File: config.mk
export PLATFORM = sky130hd
export DESIGN_NAME = my_exec_stage_flat
export DESIGN_NICKNAME = d
export VERILOG_FILES = /design/src/rtl/my_exec_stage_if.sv /design/src/rtl/my_exec_stage.sv /design/src/flat_wrapper.sv
export SDC_FILE = /design/constraint.sdc
export NUM_CORES = 1
export LEC_CHECK = 0
export CAP_MARGIN = 5
export CELL_PAD_IN_SITES_DETAIL_PLACEMENT = 1
export CELL_PAD_IN_SITES_GLOBAL_PLACEMENT = 1
export CORE_MARGIN = 8
export CORE_UTILIZATION = 28
export CTS_CLUSTER_DIAMETER = 200
export DETAILED_ROUTE_END_ITERATION = 6
export PLACE_DENSITY_LB_ADDON = 0.1
export SETUP_SLACK_MARGIN = 0.02
export SYNTH_ARGS = -nofsm -noshare
export SYNTH_HDL_FRONTEND = slang
export SYNTH_SLANG_ARGS = --single-unit
File: constraint.sdc
create_clock -name clk -period 1.7 [get_ports clk]
set_clock_uncertainty 0.2 [all_clocks]
set_input_delay 0.255 -clock clk [delete_from_list [all_inputs] [get_ports clk]]
set_output_delay 0.255 -clock clk [all_outputs]
set_load 0.005 [all_outputs]
File: src/rtl/my_exec_stage_if.sv
// Bus bundle for my_exec_stage: instruction handshake, ALU operand/result
// bus, memory read/write bus, jump result and architectural registers.
// master = the execute stage, slave = its environment.
interface my_exec_stage_if;
    logic [15:0] instr;
    logic        instr_valid;
    logic        instr_ready;

    logic [15:0] alu_x;
    logic [15:0] alu_y;
    logic        alu_zx;
    logic        alu_nx;
    logic        alu_zy;
    logic        alu_ny;
    logic        alu_f;
    logic        alu_no;
    logic [15:0] alu_out;
    logic        alu_zr;
    logic        alu_ng;

    logic [14:0] mem_addr;
    logic        mem_rd;
    logic        mem_rvalid;
    logic [15:0] mem_rdata;
    logic        mem_wr;
    logic [15:0] mem_wdata;

    logic        jump_valid;
    logic        jump_taken;
    logic [14:0] jump_target;

    logic [15:0] a_reg;
    logic [15:0] d_reg;

    modport master (
        input  instr, instr_valid, alu_out, alu_zr, alu_ng, mem_rvalid, mem_rdata,
        output instr_ready, alu_x, alu_y, alu_zx, alu_nx, alu_zy, alu_ny, alu_f, alu_no,
               mem_addr, mem_rd, mem_wr, mem_wdata, jump_valid, jump_taken, jump_target,
               a_reg, d_reg
    );

    modport slave (
        output instr, instr_valid, alu_out, alu_zr, alu_ng, mem_rvalid, mem_rdata,
        input  instr_ready, alu_x, alu_y, alu_zx, alu_nx, alu_zy, alu_ny, alu_f, alu_no,
               mem_addr, mem_rd, mem_wr, mem_wdata, jump_valid, jump_taken, jump_target,
               a_reg, d_reg
    );
endinterface

File: src/rtl/my_exec_stage.sv
// Execute/writeback stage for the 16-bit Hack-style datapath.
// Owns A and D, drives the external combinational ALU, fetches M when the
// a-bit is set, writes back A/D/M and evaluates the jump condition.
// Optional feature macro: MY_EXEC_JUMP_EN (jump evaluation; when undefined
// all jump outputs are tied to 0).
//
// state   | meaning
// --------+---------------------------------------------------------------
// S_IDLE  | ready for an instruction; A-instructions complete here
// S_MEMRD | C-instruction with a=1, waiting for mem_rvalid to capture M
// S_EXEC  | one cycle: ALU driven, destination writes and jump evaluated
module my_exec_stage #(
    parameter logic [15:0] RESET_A = 16'h0000,
    parameter logic [15:0] RESET_D = 16'h0000
) (
    input  logic              clk,
    input  logic              reset,
    my_exec_stage_if.master   bus
);

    typedef enum logic [1:0] {
        S_IDLE  = 2'd0,
        S_MEMRD = 2'd1,
        S_EXEC  = 2'd2
    } state_t;

    state_t      r_state;
    state_t      w_next;

    logic        r_a_bit;
    logic [5:0]  r_comp;
    logic [2:0]  r_dest;
    logic [15:0] r_m;
    logic [15:0] r_a;
    logic [15:0] r_d;
    logic [15:0] r_alu_x;
    logic [15:0] r_alu_y;

    logic        w_ready;
    logic        w_mem_rd;
    logic        w_exec;
    logic        w_exec_act;
    logic        w_accept;
    logic [15:0] w_exec_y;

    // A reset cycle must never produce a write, read or jump strobe
    assign w_exec_act = w_exec & ~reset;
    assign w_accept   = (r_state == S_IDLE) & bus.instr_valid;
    assign w_exec_y   = r_a_bit ? r_m : r_a;

    // State register
    always_ff @(posedge clk) begin
        if (reset) begin
            r_state <= S_IDLE;
        end else begin
            r_state <= w_next;
        end
    end

    // Next-state and per-state strobes
    always_comb begin
        w_next   = r_state;
        w_ready  = 1'b0;
        w_mem_rd = 1'b0;
        w_exec   = 1'b0;
        case (r_state)
            S_IDLE: begin
                w_ready = 1'b1;
                if (bus.instr_valid && bus.instr[15]) begin
                    w_next = bus.instr[12] ? S_MEMRD : S_EXEC;
                end
            end
            S_MEMRD: begin
                w_mem_rd = 1'b1;
                if (bus.mem_rvalid) begin
                    w_next = S_EXEC;
                end
            end
            S_EXEC: begin
                w_exec = 1'b1;
                w_next = S_IDLE;
            end
            default: begin
                w_next = S_IDLE;
            end
        endcase
    end

    // Datapath: instruction latch, M capture, A/D writeback, operand hold
    always_ff @(posedge clk) begin
        if (reset) begin
            r_a     <= RESET_A;
            r_d     <= RESET_D;
            r_a_bit <= 1'b0;
            r_comp  <= 6'd0;
            r_dest  <= 3'd0;
            r_m     <= 16'd0;
            r_alu_x <= 16'd0;
            r_alu_y <= 16'd0;
        end else begin
            if (w_accept) begin
                if (!bus.instr[15]) begin
                    r_a <= {1'b0, bus.instr[14:0]};
                end else begin
                    r_a_bit <= bus.instr[12];
                    r_comp  <= bus.instr[11:6];
                    r_dest  <= bus.instr[5:3];
                end
            end
            if ((r_state == S_MEMRD) && bus.mem_rvalid) begin
                r_m <= bus.mem_rdata;
            end
            if (w_exec) begin
                r_alu_x <= r_d;
                r_alu_y <= w_exec_y;
                if (r_dest[2]) r_a <= bus.alu_out;
                if (r_dest[1]) r_d <= bus.alu_out;
            end
        end
    end

    assign bus.instr_ready = w_ready & ~reset;

    // Operands follow the live registers in EXEC and freeze afterwards
    assign bus.alu_x  = w_exec ? r_d      : r_alu_x;
    assign bus.alu_y  = w_exec ? w_exec_y : r_alu_y;
    assign bus.alu_zx = w_exec_act & r_comp[5];
    assign bus.alu_nx = w_exec_act & r_comp[4];
    assign bus.alu_zy = w_exec_act & r_comp[3];
    assign bus.alu_ny = w_exec_act & r_comp[2];
    assign bus.alu_f  = w_exec_act & r_comp[1];
    assign bus.alu_no = w_exec_act & r_comp[0];

    // r_a still holds the pre-instruction A during EXEC, so dA+dM writes old address
    assign bus.mem_addr  = r_a[14:0];
    assign bus.mem_rd    = w_mem_rd & ~reset;
    assign bus.mem_wr    = w_exec_act & r_dest[0];
    assign bus.mem_wdata = bus.alu_out;

    assign bus.a_reg = r_a;
    assign bus.d_reg = r_d;

`ifdef MY_EXEC_JUMP_EN
    logic [2:0] r_jmp;
    logic       w_cond;

    // Jump condition bits captured with the C-instruction
    always_ff @(posedge clk) begin
        if (reset) begin
            r_jmp <= 3'd0;
        end else if (w_accept && bus.instr[15]) begin
            r_jmp <= bus.instr[2:0];
        end
    end

    assign w_cond = (r_jmp[2] & bus.alu_ng) |
                    (r_jmp[1] & bus.alu_zr) |
                    (r_jmp[0] & ~bus.alu_ng & ~bus.alu_zr);

    assign bus.jump_valid  = w_exec_act;
    assign bus.jump_taken  = w_exec_act & w_cond;
    assign bus.jump_target = w_exec_act ? r_a[14:0] : 15'd0;
`else
    assign bus.jump_valid  = 1'b0;
    assign bus.jump_taken  = 1'b0;
    assign bus.jump_target = 15'd0;
`endif

endmodule

File: src/flat_wrapper.sv
// flat-port wrapper written by rule: the top's interface ports become plain ports
module my_exec_stage_flat 
#(
    parameter logic [15:0] RESET_A = 16'h0000,
    parameter logic [15:0] RESET_D = 16'h0000
)
  (clk, reset, bus_instr, bus_instr_valid, bus_alu_out, bus_alu_zr, bus_alu_ng, bus_mem_rvalid, bus_mem_rdata, bus_instr_ready, bus_alu_x, bus_alu_y, bus_alu_zx, bus_alu_nx, bus_alu_zy, bus_alu_ny, bus_alu_f, bus_alu_no, bus_mem_addr, bus_mem_rd, bus_mem_wr, bus_mem_wdata, bus_jump_valid, bus_jump_taken, bus_jump_target, bus_a_reg, bus_d_reg);
  my_exec_stage_if bus_i ();
  input  logic clk;
  input  logic reset;
  input wire logic [$bits(bus_i.instr)-1:0] bus_instr;
  input wire logic [$bits(bus_i.instr_valid)-1:0] bus_instr_valid;
  input wire logic [$bits(bus_i.alu_out)-1:0] bus_alu_out;
  input wire logic [$bits(bus_i.alu_zr)-1:0] bus_alu_zr;
  input wire logic [$bits(bus_i.alu_ng)-1:0] bus_alu_ng;
  input wire logic [$bits(bus_i.mem_rvalid)-1:0] bus_mem_rvalid;
  input wire logic [$bits(bus_i.mem_rdata)-1:0] bus_mem_rdata;
  output wire logic [$bits(bus_i.instr_ready)-1:0] bus_instr_ready;
  output wire logic [$bits(bus_i.alu_x)-1:0] bus_alu_x;
  output wire logic [$bits(bus_i.alu_y)-1:0] bus_alu_y;
  output wire logic [$bits(bus_i.alu_zx)-1:0] bus_alu_zx;
  output wire logic [$bits(bus_i.alu_nx)-1:0] bus_alu_nx;
  output wire logic [$bits(bus_i.alu_zy)-1:0] bus_alu_zy;
  output wire logic [$bits(bus_i.alu_ny)-1:0] bus_alu_ny;
  output wire logic [$bits(bus_i.alu_f)-1:0] bus_alu_f;
  output wire logic [$bits(bus_i.alu_no)-1:0] bus_alu_no;
  output wire logic [$bits(bus_i.mem_addr)-1:0] bus_mem_addr;
  output wire logic [$bits(bus_i.mem_rd)-1:0] bus_mem_rd;
  output wire logic [$bits(bus_i.mem_wr)-1:0] bus_mem_wr;
  output wire logic [$bits(bus_i.mem_wdata)-1:0] bus_mem_wdata;
  output wire logic [$bits(bus_i.jump_valid)-1:0] bus_jump_valid;
  output wire logic [$bits(bus_i.jump_taken)-1:0] bus_jump_taken;
  output wire logic [$bits(bus_i.jump_target)-1:0] bus_jump_target;
  output wire logic [$bits(bus_i.a_reg)-1:0] bus_a_reg;
  output wire logic [$bits(bus_i.d_reg)-1:0] bus_d_reg;
  assign bus_i.instr = bus_instr;
  assign bus_i.instr_valid = bus_instr_valid;
  assign bus_i.alu_out = bus_alu_out;
  assign bus_i.alu_zr = bus_alu_zr;
  assign bus_i.alu_ng = bus_alu_ng;
  assign bus_i.mem_rvalid = bus_mem_rvalid;
  assign bus_i.mem_rdata = bus_mem_rdata;
  assign bus_instr_ready = bus_i.instr_ready;
  assign bus_alu_x = bus_i.alu_x;
  assign bus_alu_y = bus_i.alu_y;
  assign bus_alu_zx = bus_i.alu_zx;
  assign bus_alu_nx = bus_i.alu_nx;
  assign bus_alu_zy = bus_i.alu_zy;
  assign bus_alu_ny = bus_i.alu_ny;
  assign bus_alu_f = bus_i.alu_f;
  assign bus_alu_no = bus_i.alu_no;
  assign bus_mem_addr = bus_i.mem_addr;
  assign bus_mem_rd = bus_i.mem_rd;
  assign bus_mem_wr = bus_i.mem_wr;
  assign bus_mem_wdata = bus_i.mem_wdata;
  assign bus_jump_valid = bus_i.jump_valid;
  assign bus_jump_taken = bus_i.jump_taken;
  assign bus_jump_target = bus_i.jump_target;
  assign bus_a_reg = bus_i.a_reg;
  assign bus_d_reg = bus_i.d_reg;
  my_exec_stage #(.RESET_A(RESET_A), .RESET_D(RESET_D)) u_core (.clk(clk), .reset(reset), .bus(bus_i));
endmodule
==> metrics.csv, run 1 <==
metric;value;unit
area of the multi-input gates;2480;um2
delay-heaviest family, CP;buffers and inverters;
final hold viol count;0;
reg-to-reg critical path endpoint;u_core.bus.a_reg[0];
Fill cells;1676;
PwrDens;670;nW/um2
most frequent CP cell;buf_6;
Horiz. Die Dim;138;um
layout cells sized above 1;0.459;
status;complete, but fails checks;
CTS buffer count;9;
Register Area;1880;um2
register area share after synthesis;0.439;
ANT nets after route;0;
Final WS setup;-0.274;ns
origin of the critical flop-to-flop path;u_core.r_state[1];
switching portion of total power;0.244;
critical path, cell by cell;nand2b_4 -> buf_6 -> buf_12 -> buf_6 -> nand2_2 -> nand2_1 -> buf_2;
Hold Crit Class;input pin to flop;
Final setup viols;68;
logic gate share of total power;0.160;
Peak supply drop;609;uV
num ports;175;
Worst Reg-to-Reg Cells;6;
failing checks;negative setup slack;
RSZ-0062 raised after global routing;yes;
antenna violations before repair;0;
Clock transition at path regs;0.06;ns
nets;764;
clk root buf;clkbuf_16;
post-synthesis area per instance;8.35;um2
worst slack, placed;-0.385;ns
Clock power frac;0.390;
period utilization;1.16;
sequential share of power;0.450;
Synth Instances;502;
die area;19200;um2
Std-Cell Rows;44;
WP depth;7;
Ys Warns;0;
final slew viol count;0;
max-cap violations;0;
WP data arrival;1.52;ns
Starting DRT DRC Count;97;
Psw;1210;uW
crit path capture type;primary output;
most frequent cells in the layout;nand2_1, buf_4, dfxtp_1;
# diodes;0;
CP max stage delay;0.33;ns
hold depth;3;
P_leak;0.00351;uW
worst skew pair latency;0.34;ns
HPWL Detailed;11.6;mm
reg2reg setup slack;-0.20;ns
Max Freq;507;MHz
critical path class;flop to primary output;
worst-path fanout max;8;
synthesized flop and latch total;92;
synthesized area;4190;um2
startpoint of the worst hold path;reset;
DR WL/cell;18.4;um
Starting Density;0.287;
post-layout util;0.507;
vias after detailed routing;4184;
Netlist cell types;27;
CP required;1.24;ns
largest net degree at the start of global routing;61;
First-pass DRT Iterations;4;
vias in the first global route;4684;
CTS tree;done;
vias per cell;4.65;
gp weighted congestion;0.812;
CTS Buffer Depth;2;
first-pass GRT wire length;25.8;mm
DRT Wirelength;16.6;mm
P_int;3750;uW
I/O Buffers;155;
WHS Endpoint;u_core.r_a_bit;
area of the core;14600;um2
GRT Total Usage;0.166;
CTS Sinks;92;
slowest stage cell, crit path;dfxtp_2;
H-tree depth;3;
Startpoint Class;flop;
min Tclk post-route;1.97;ns
Layout area overhead;76.5;%
Die H;138;um
commonest non-fill, non-tap cell in the layout;nand2_1;
Max-slew headroom;0.511;
Congestion Overflow GR;0;
CP Buf/Inv Count;4;
Least-Margin Pin Slew;0.734;ns
Residual DRC;0;
==> stage by stage <==
step | power [uW] | std cells | setup TNS (ns) | hold WS [ns] | cell area, um2
3_3_place_gp | 2900 | 849 | -17.30 | 0.240 | 6090
5_1_grt | 5170 | 899 | -14.56 | 0.221 | 7400
4_1_cts | 4950 | 892 | -11.19 | 0.170 | 6950
2_1_floorplan | 2550 | 518 | 0 | 0.191 | 4250
6_report | 4960 | 899 | -11.15 | 0.212 | 7400
3_5_place_dp | 2910 | 849 | -20.55 | 0.246 | 6090
==> worst max-delay path by stage <==
| stage | start | slack (ns) | end |
|---|---|---|---|
| 2_1_floorplan | u_core.r_state[0] | 0.07 | bus_alu_x[3] |
| 5_1_grt | u_core.r_state[0] | -0.33 | bus_alu_y[6] |
| 4_1_cts | u_core.r_state[0] | -0.32 | bus_alu_x[15] |
| 3_5_place_dp | u_core.r_state[1] | -0.39 | bus_alu_y[13] |
| 3_3_place_gp | u_core.r_state[1] | -0.31 | bus_alu_y[13] |
| 6_report | u_core.r_state[0] | -0.27 | bus_alu_y[6] |
==> timing repair <==
action	in CTS	in global routing
hold endpoints to repair	0	0
pin swaps	62	45
cloned	4	2
setup buffers	23	9
endpoints found under the setup margin	120	89
hold buffers	0	0
gates resized for setup	385	101
==> logic make-up after synthesis <==
| logic type | share of synthesized area |
|---|---|
| AO/OA/AOI/OAI | 0.105 |
| buffers and inverters | 0.132 |
| flip-flops | 0.439 |
| multiplexers | 0.0940 |
| other | 0.000894 |
| AND/OR/NAND/NOR | 0.229 |
==> worst register-to-register path, cell delays in order (launching register included) <==
cell,delay [ns]
dfxtp_4,0.37
buf_6,0.13
buf_6,0.11
or4b_4,0.60
buf_12,0.19
nand2_2,0.06
a311oi_2,0.09
==> area by class of cell <==
class	instances	share of cell area
Clock buffer	15	0.0375
Multi-Input combinational cell	344	0.335
Tap cell	184	0.0311
Clock inverter	1	0.000676
Timing Repair Buffer	263	0.342
Sequential cell	92	0.253
==> Yosys cell counts <==
library cell,number,share of area
a32oi_1,1,0.0021
nor2_1,17,0.015
or3b_2,1,0.0021
nor2b_1,17,0.025
nor3_1,2,0.0024
nand2b_1,1,0.0015
nand3b_1,3,0.0054
a311oi_1,15,0.031
mux2_2,23,0.062
buf_2,10,0.012
buf_4,54,0.097
and3b_1,2,0.0042
and2_1,7,0.010
nor4bb_1,1,0.0024
clkbuf_2,1,0.0012
buf_6,4,0.011
nand4bb_1,1,0.0027
mux2_4,9,0.032
nand3_1,2,0.0024
dfxtp_1,92,0.44
clkbuf_1,13,0.012
nand2_1,162,0.14
a21oi_1,60,0.072
or4b_1,1,0.0024
nor4b_4,1,0.0057
nor3b_1,1,0.0018
conb_1,1,0.00089
==> metal layers <==
layer / vias up / global-route usage / wire length (um)
met5: - / 0 / 0
met4: 0 / 0.0595 / 244
met3: 14 / 0.0476 / 982
met2: 112 / 0.298 / 8750
met1: 2052 / 0.183 / 6610
li1: 2006 / - / -
==> power groups by stage <==
stage	clock, uW	sequential (uW)	combinational, uW
floorplan	0	2270	278
global placement	0	2270	631
detailed placement	0	2270	639
CTS	2000	2230	720
global route	2080	2230	849
finish	1930	2230	794
(Power assumes the default switching activity.)
==> inputs of run 2 (changes only) <==
--- a/config.mk
+++ b/config.mk
@@ -13,7 +13,6 @@
 export CTS_CLUSTER_DIAMETER = 200
 export DETAILED_ROUTE_END_ITERATION = 6
 export PLACE_DENSITY_LB_ADDON = 0.1
-export SETUP_SLACK_MARGIN = 0.02
 export SYNTH_ARGS = -nofsm -noshare
 export SYNTH_HDL_FRONTEND = slang
 export SYNTH_SLANG_ARGS = --single-unit
==> run 2 against run 1 <==
Net effect:
- the flow still finishes with violations (negative setup slack)
- die area did not move
- critical endpoint unchanged
- setup slack better by 0.00066 ns
- clock power about the same
- power about the same
- count of clock-buffer cells in the layout unchanged
- non-clock buffer count up 1
- worst hold slack lost 0.0076 ns
- register-to-register slack hardly changed
- fmax is essentially flat
- via count increased by 0.57%
- critical path type unchanged
- critical path depth stayed put
==> metrics.csv, run 2 (same netlist as run 1, synthesis figures left out) <==
metric;value;unit
I/O Buffers;155;
Die H;138;um
startpoint of the worst hold path;reset;
final slew viol count;0;
CTS buffer count;9;
Hold Worst Slack;0.205;ns
status;complete, but fails checks;
ANT nets after route;0;
min Tclk post-route;1.97;ns
DR WL/cell;18.4;um
period utilization;1.16;
area of the core;14600;um2
Starting DRT DRC Count;106;
Peak supply drop;609;uV
antenna violations before repair;0;
commonest non-fill, non-tap cell in the layout;nand2_1;
Fill cells;1674;
critical path, cell by cell;nand2b_4 -> buf_6 -> buf_12 -> buf_6 -> nand2_2 -> nand2_1 -> buf_2;
worst-path fanout max;8;
GRT Total Usage;0.167;
num ports;175;
CP max stage delay;0.33;ns
Final WS setup;-0.273;ns
reg-to-reg critical path endpoint;u_core.bus.a_reg[0];
reg2reg setup slack;-0.20;ns
Horiz. Die Dim;138;um
origin of the critical flop-to-flop path;u_core.r_state[1];
max-cap violations;0;
Hold Crit Class;input pin to flop;
clk root buf;clkbuf_16;
gp weighted congestion;0.812;
WP data arrival;1.52;ns
H-tree depth;3;
post-route cell area;7390;um2
vias after detailed routing;4208;
CTS Buffer Depth;2;
hold depth;3;
most frequent CP cell;buf_6;
Clock transition at path regs;0.06;ns
P_leak;0.00341;uW
layout cells sized above 1;0.457;
Final Power;4960;uW
largest net degree at the start of global routing;61;
die area;19200;um2
PwrDens;671;nW/um2
slowest stage cell, crit path;dfxtp_2;
DRT Wirelength;16.6;mm
Congestion Overflow GR;0;
Least-Margin Pin Slew;0.740;ns
Worst Reg-to-Reg Cells;6;
vias in the first global route;4683;
vias per cell;4.68;
critical path class;flop to primary output;
final hold viol count;0;
Residual DRC;0;
crit path capture type;primary output;
CTS Sinks;92;
Max-slew headroom;0.507;
WHS Endpoint;u_core.r_a_bit;
First-pass DRT Iterations;4;
RSZ-0062 raised after global routing;yes;
worst skew pair latency;0.34;ns
failing checks;negative setup slack;
HPWL Detailed;11.6;mm
Layout area overhead;76.1;%
nets;765;
CTS tree;done;
Max Freq;507;MHz
first-pass GRT wire length;25.8;mm
Startpoint Class;flop;
CP required;1.24;ns
Starting Density;0.287;
most frequent cells in the layout;nand2_1, buf_4, dfxtp_1;
Std-Cell Rows;44;
# diodes;0;
Final setup viols;68;
Post-DP Area;6090;um2
==> run 2: cell types whose count changed in the layout (fill, tap and decap cells not counted), sizes merged <==
cell / previous run / this run
dlygate4sd2: 57 / 53
dlymetal6s2s: 6 / 2
buf: 149 / 150
clkdlybuf4s50: 50 / 58
==> run 2: report_power, final <==
part	internal, uW	switching [uW]
registers	2200	30.8
clock network	1110	821
logic	435	358
==> run 2: worst max-delay path: cells and delay by family (launching register included) <==
kind | cells | cell delay, ns
buffers and inverters | 4 | 0.54
flip-flops | 1 | 0.33
AND/OR/NAND/NOR | 3 | 0.29
==> run 2: cell type report <==
type	count	area, um2	share of cell area
clock buffer	15	278	0.0376
multi-input combinational	344	2470	0.335
timing repair buffer	264	2530	0.342
clock inverter	1	5.00	0.000678
sequential	92	1880	0.254
tap	184	230	0.0312
==> run 2: metrics by stage <==
stage / util / std cells / TNS [ns] / setup slack, ns
2_1_floorplan: - / 518 / 0 / 0.0699
3_3_place_gp: 0.418 / 849 / -17.30 / -0.309
3_5_place_dp: 0.418 / 849 / -20.55 / -0.385
4_1_cts: 0.476 / 892 / -11.19 / -0.319
5_1_grt: 0.506 / 900 / -14.55 / -0.331
6_report: 0.506 / 900 / -11.11 / -0.273
==> run 2: how the worst max path moves through the flow <==
stage | depth (start not counted) | startpoint | to
after floorplan | 4 | u_core.r_state[0] | bus_alu_x[3]
after global routing | 7 | u_core.r_state[0] | bus_alu_y[6]
after CTS | 5 | u_core.r_state[0] | bus_alu_x[15]
after global placement | 5 | u_core.r_state[1] | bus_alu_y[13]
after detailed placement | 5 | u_core.r_state[1] | bus_alu_y[13]
final | 7 | u_core.r_state[0] | bus_alu_y[6]
==> run 2: repair_timing <==
| item | CTS | global route |
|---|---|---|
| cloned | 4 | 2 |
| hold buffers | 0 | 0 |
| gates resized for setup | 377 | 95 |
| endpoints found under the setup margin | 115 | 80 |
| pin swaps | 59 | 43 |
| setup buffers | 23 | 9 |
==> run 2: routing by layer <==
layer | GRT usage | up-vias | share of wire
met3 | 0.0476 | 13 | 0.059
met1 | 0.183 | 2074 | 0.40
met2 | 0.300 | 112 | 0.53
met4 | 0.0555 | 0 | 0.013
met5 | 0 | - | 0
li1 | - | 2009 | -
==> inputs of run 3 (changes only) <==
==> constraint.sdc (replaced) <==
create_clock -name clk -period 1.62 [get_ports clk]
set_clock_uncertainty 0.2 [all_clocks]
set_input_delay 0.243 -clock clk [delete_from_list [all_inputs] [get_ports clk]]
set_output_delay 0.243 -clock clk [all_outputs]
set_load 0.005 [all_outputs]
==> run 3 against run 2 <==
Net effect:
- the run still ends with negative setup slack left
- clock power grew 6%
- cell count shrank 0.67%
- final area shrank 2.5%
- sequential power grew 5%
- global-route usage shrank 0.23 points
- combinational power is essentially flat
- power grew 4.6%
- die area is the same
- sequential cell count is the same
- non-clock buffer count shrank 6
- worst hold slack gained 0.047 ns
- critical path type unchanged
==> metrics.csv, run 3 (same netlist as run 1, synthesis figures left out) <==
metric;value;unit
Std-Cell Rows;44;
met1 WL;6.80;mm
num ports;175;
First-pass DRT Iterations;4;
CTS Hold Bufs;0;
Hold Worst Slack;0.252;ns
Hold Crit Class;input pin to flop;
CTS tree;done;
status;complete, but fails checks;
area of the core;14600;um2
critical path class;flop to primary output;
Final setup viols;78;
H-tree depth;3;
crit path capture type;primary output;
ANT nets after route;0;
antenna violations before repair;0;
final hold viol count;0;
worst-path fanout max;6;
layout cells sized above 1;0.431;
Startpoint Class;flop;
Die H;138;um
RSZ-0062 raised after global routing;yes;
top sig layer;met4;
gp weighted congestion;0.782;
vias after detailed routing;4122;
Max-slew headroom;0.565;
CTS Sinks;92;
failing checks;negative setup slack;
period utilization;1.23;
CP required;1.18;ns
WL met2;8.63;mm
final slew viol count;0;
# diodes;0;
PwrDens;720;nW/um2
clk root buf;clkbuf_16;
min Tclk post-route;1.99;ns
Starting Density;0.287;
post-layout util;0.494;
nets;759;
vias in the first global route;4546;
most frequent cells in the layout;nand2_1, buf_4, dfxtp_1;
max-cap violations;0;
worst skew pair latency;0.34;ns
largest net degree at the start of global routing;50;
Max Freq;502;MHz
die area;19200;um2
Final WS setup;-0.372;ns
Horiz. Die Dim;138;um
DR WL/cell;18.6;um
P_leak;0.00333;uW
Congestion Overflow GR;0;
CTS buffer count;9;
vias per cell;4.61;
Least-Margin Pin Slew;0.652;ns
I/O Buffers;155;
Residual DRC;0;
commonest non-fill, non-tap cell in the layout;nand2_1;
Clock transition at path regs;0.06;ns
Starting DRT DRC Count;136;
WP data arrival;1.55;ns
CTS Buffer Depth;2;
reg2reg setup slack;-0.23;ns
DRT Wirelength;16.6;mm
HPWL Detailed;11.7;mm
first-pass GRT wire length;25.0;mm
Peak supply drop;477;uV
Layout area overhead;71.7;%
met3 wire len;968;um
worst slack, placed;-0.449;ns
GRT Total Usage;0.164;
## run 3: cell count changes in the layout (fill, tap and decap cells not counted), sizes merged
cell | before | now
clkdlybuf4s50 | 58 | 50
dlymetal6s2s | 2 | 0
clkdlybuf4s15 | 0 | 1
clkbuf | 16 | 21
buf | 150 | 138
dlygate4sd2 | 53 | 63
## run 3: final timing paths
kind | start | to | depth (start not counted)
worst max-delay path | u_core.r_state[0] | bus_alu_x[12] | 5
worst min-delay path | bus_mem_rdata[0] | u_core.r_m[0] | 3
worst max register to register | u_core.r_state[0] | u_core.bus.a_reg[10] | 6
worst min register to register | u_core.r_alu_y[8] | u_core.r_alu_y[8] | 2
## run 3: repair_timing
action / in CTS / in global routing
cloned: 4 / 2
endpoints found under the setup margin: 131 / 86
buffers inserted: 18 / 9
resized for setup: 345 / 88
pin swaps: 38 / 16
## run 3: cell type report
type	instances	area, um2
multi-input combinational	344	2350
sequential	92	1870
clock buffer	15	278
timing repair buffer	258	2460
tap	184	230
fill	1682	7390
clock inverter	1	5.00
## run 3: report_power, final
part / switching [uW] / internal, uW / total, uW
registers: 31.0 / 2310 / 2340
logic: 359 / 435 / 793
clock network: 885 / 1170 / 2050
## run 3: critical path, stage by stage (launching register included)
cell      delay, ns
dfxtp_2        0.32
nand2b_4       0.17
buf_12         0.14
buf_12         0.13
mux2_4         0.31
buf_6          0.12
## run 3: through the flow
step                area [um2]  power (uW)  TNS [ns]  instances
detailed placement        6140        3060    -22.81        848
finish                    7200        5190    -17.02        894
CTS                       6790        5160    -15.54        885
floorplan                 4260        2680         0        518
global route              7200        5390    -20.91        894
global placement          6140        3050    -20.55        848
## run 3: layer usage
layer / GRT usage / vias to the layer above
li1: - / 1990
met1: 0.183 / 2004
met2: 0.299 / 112
met3: 0.0503 / 16
met4: 0.0360 / 0
met5: 0 / -
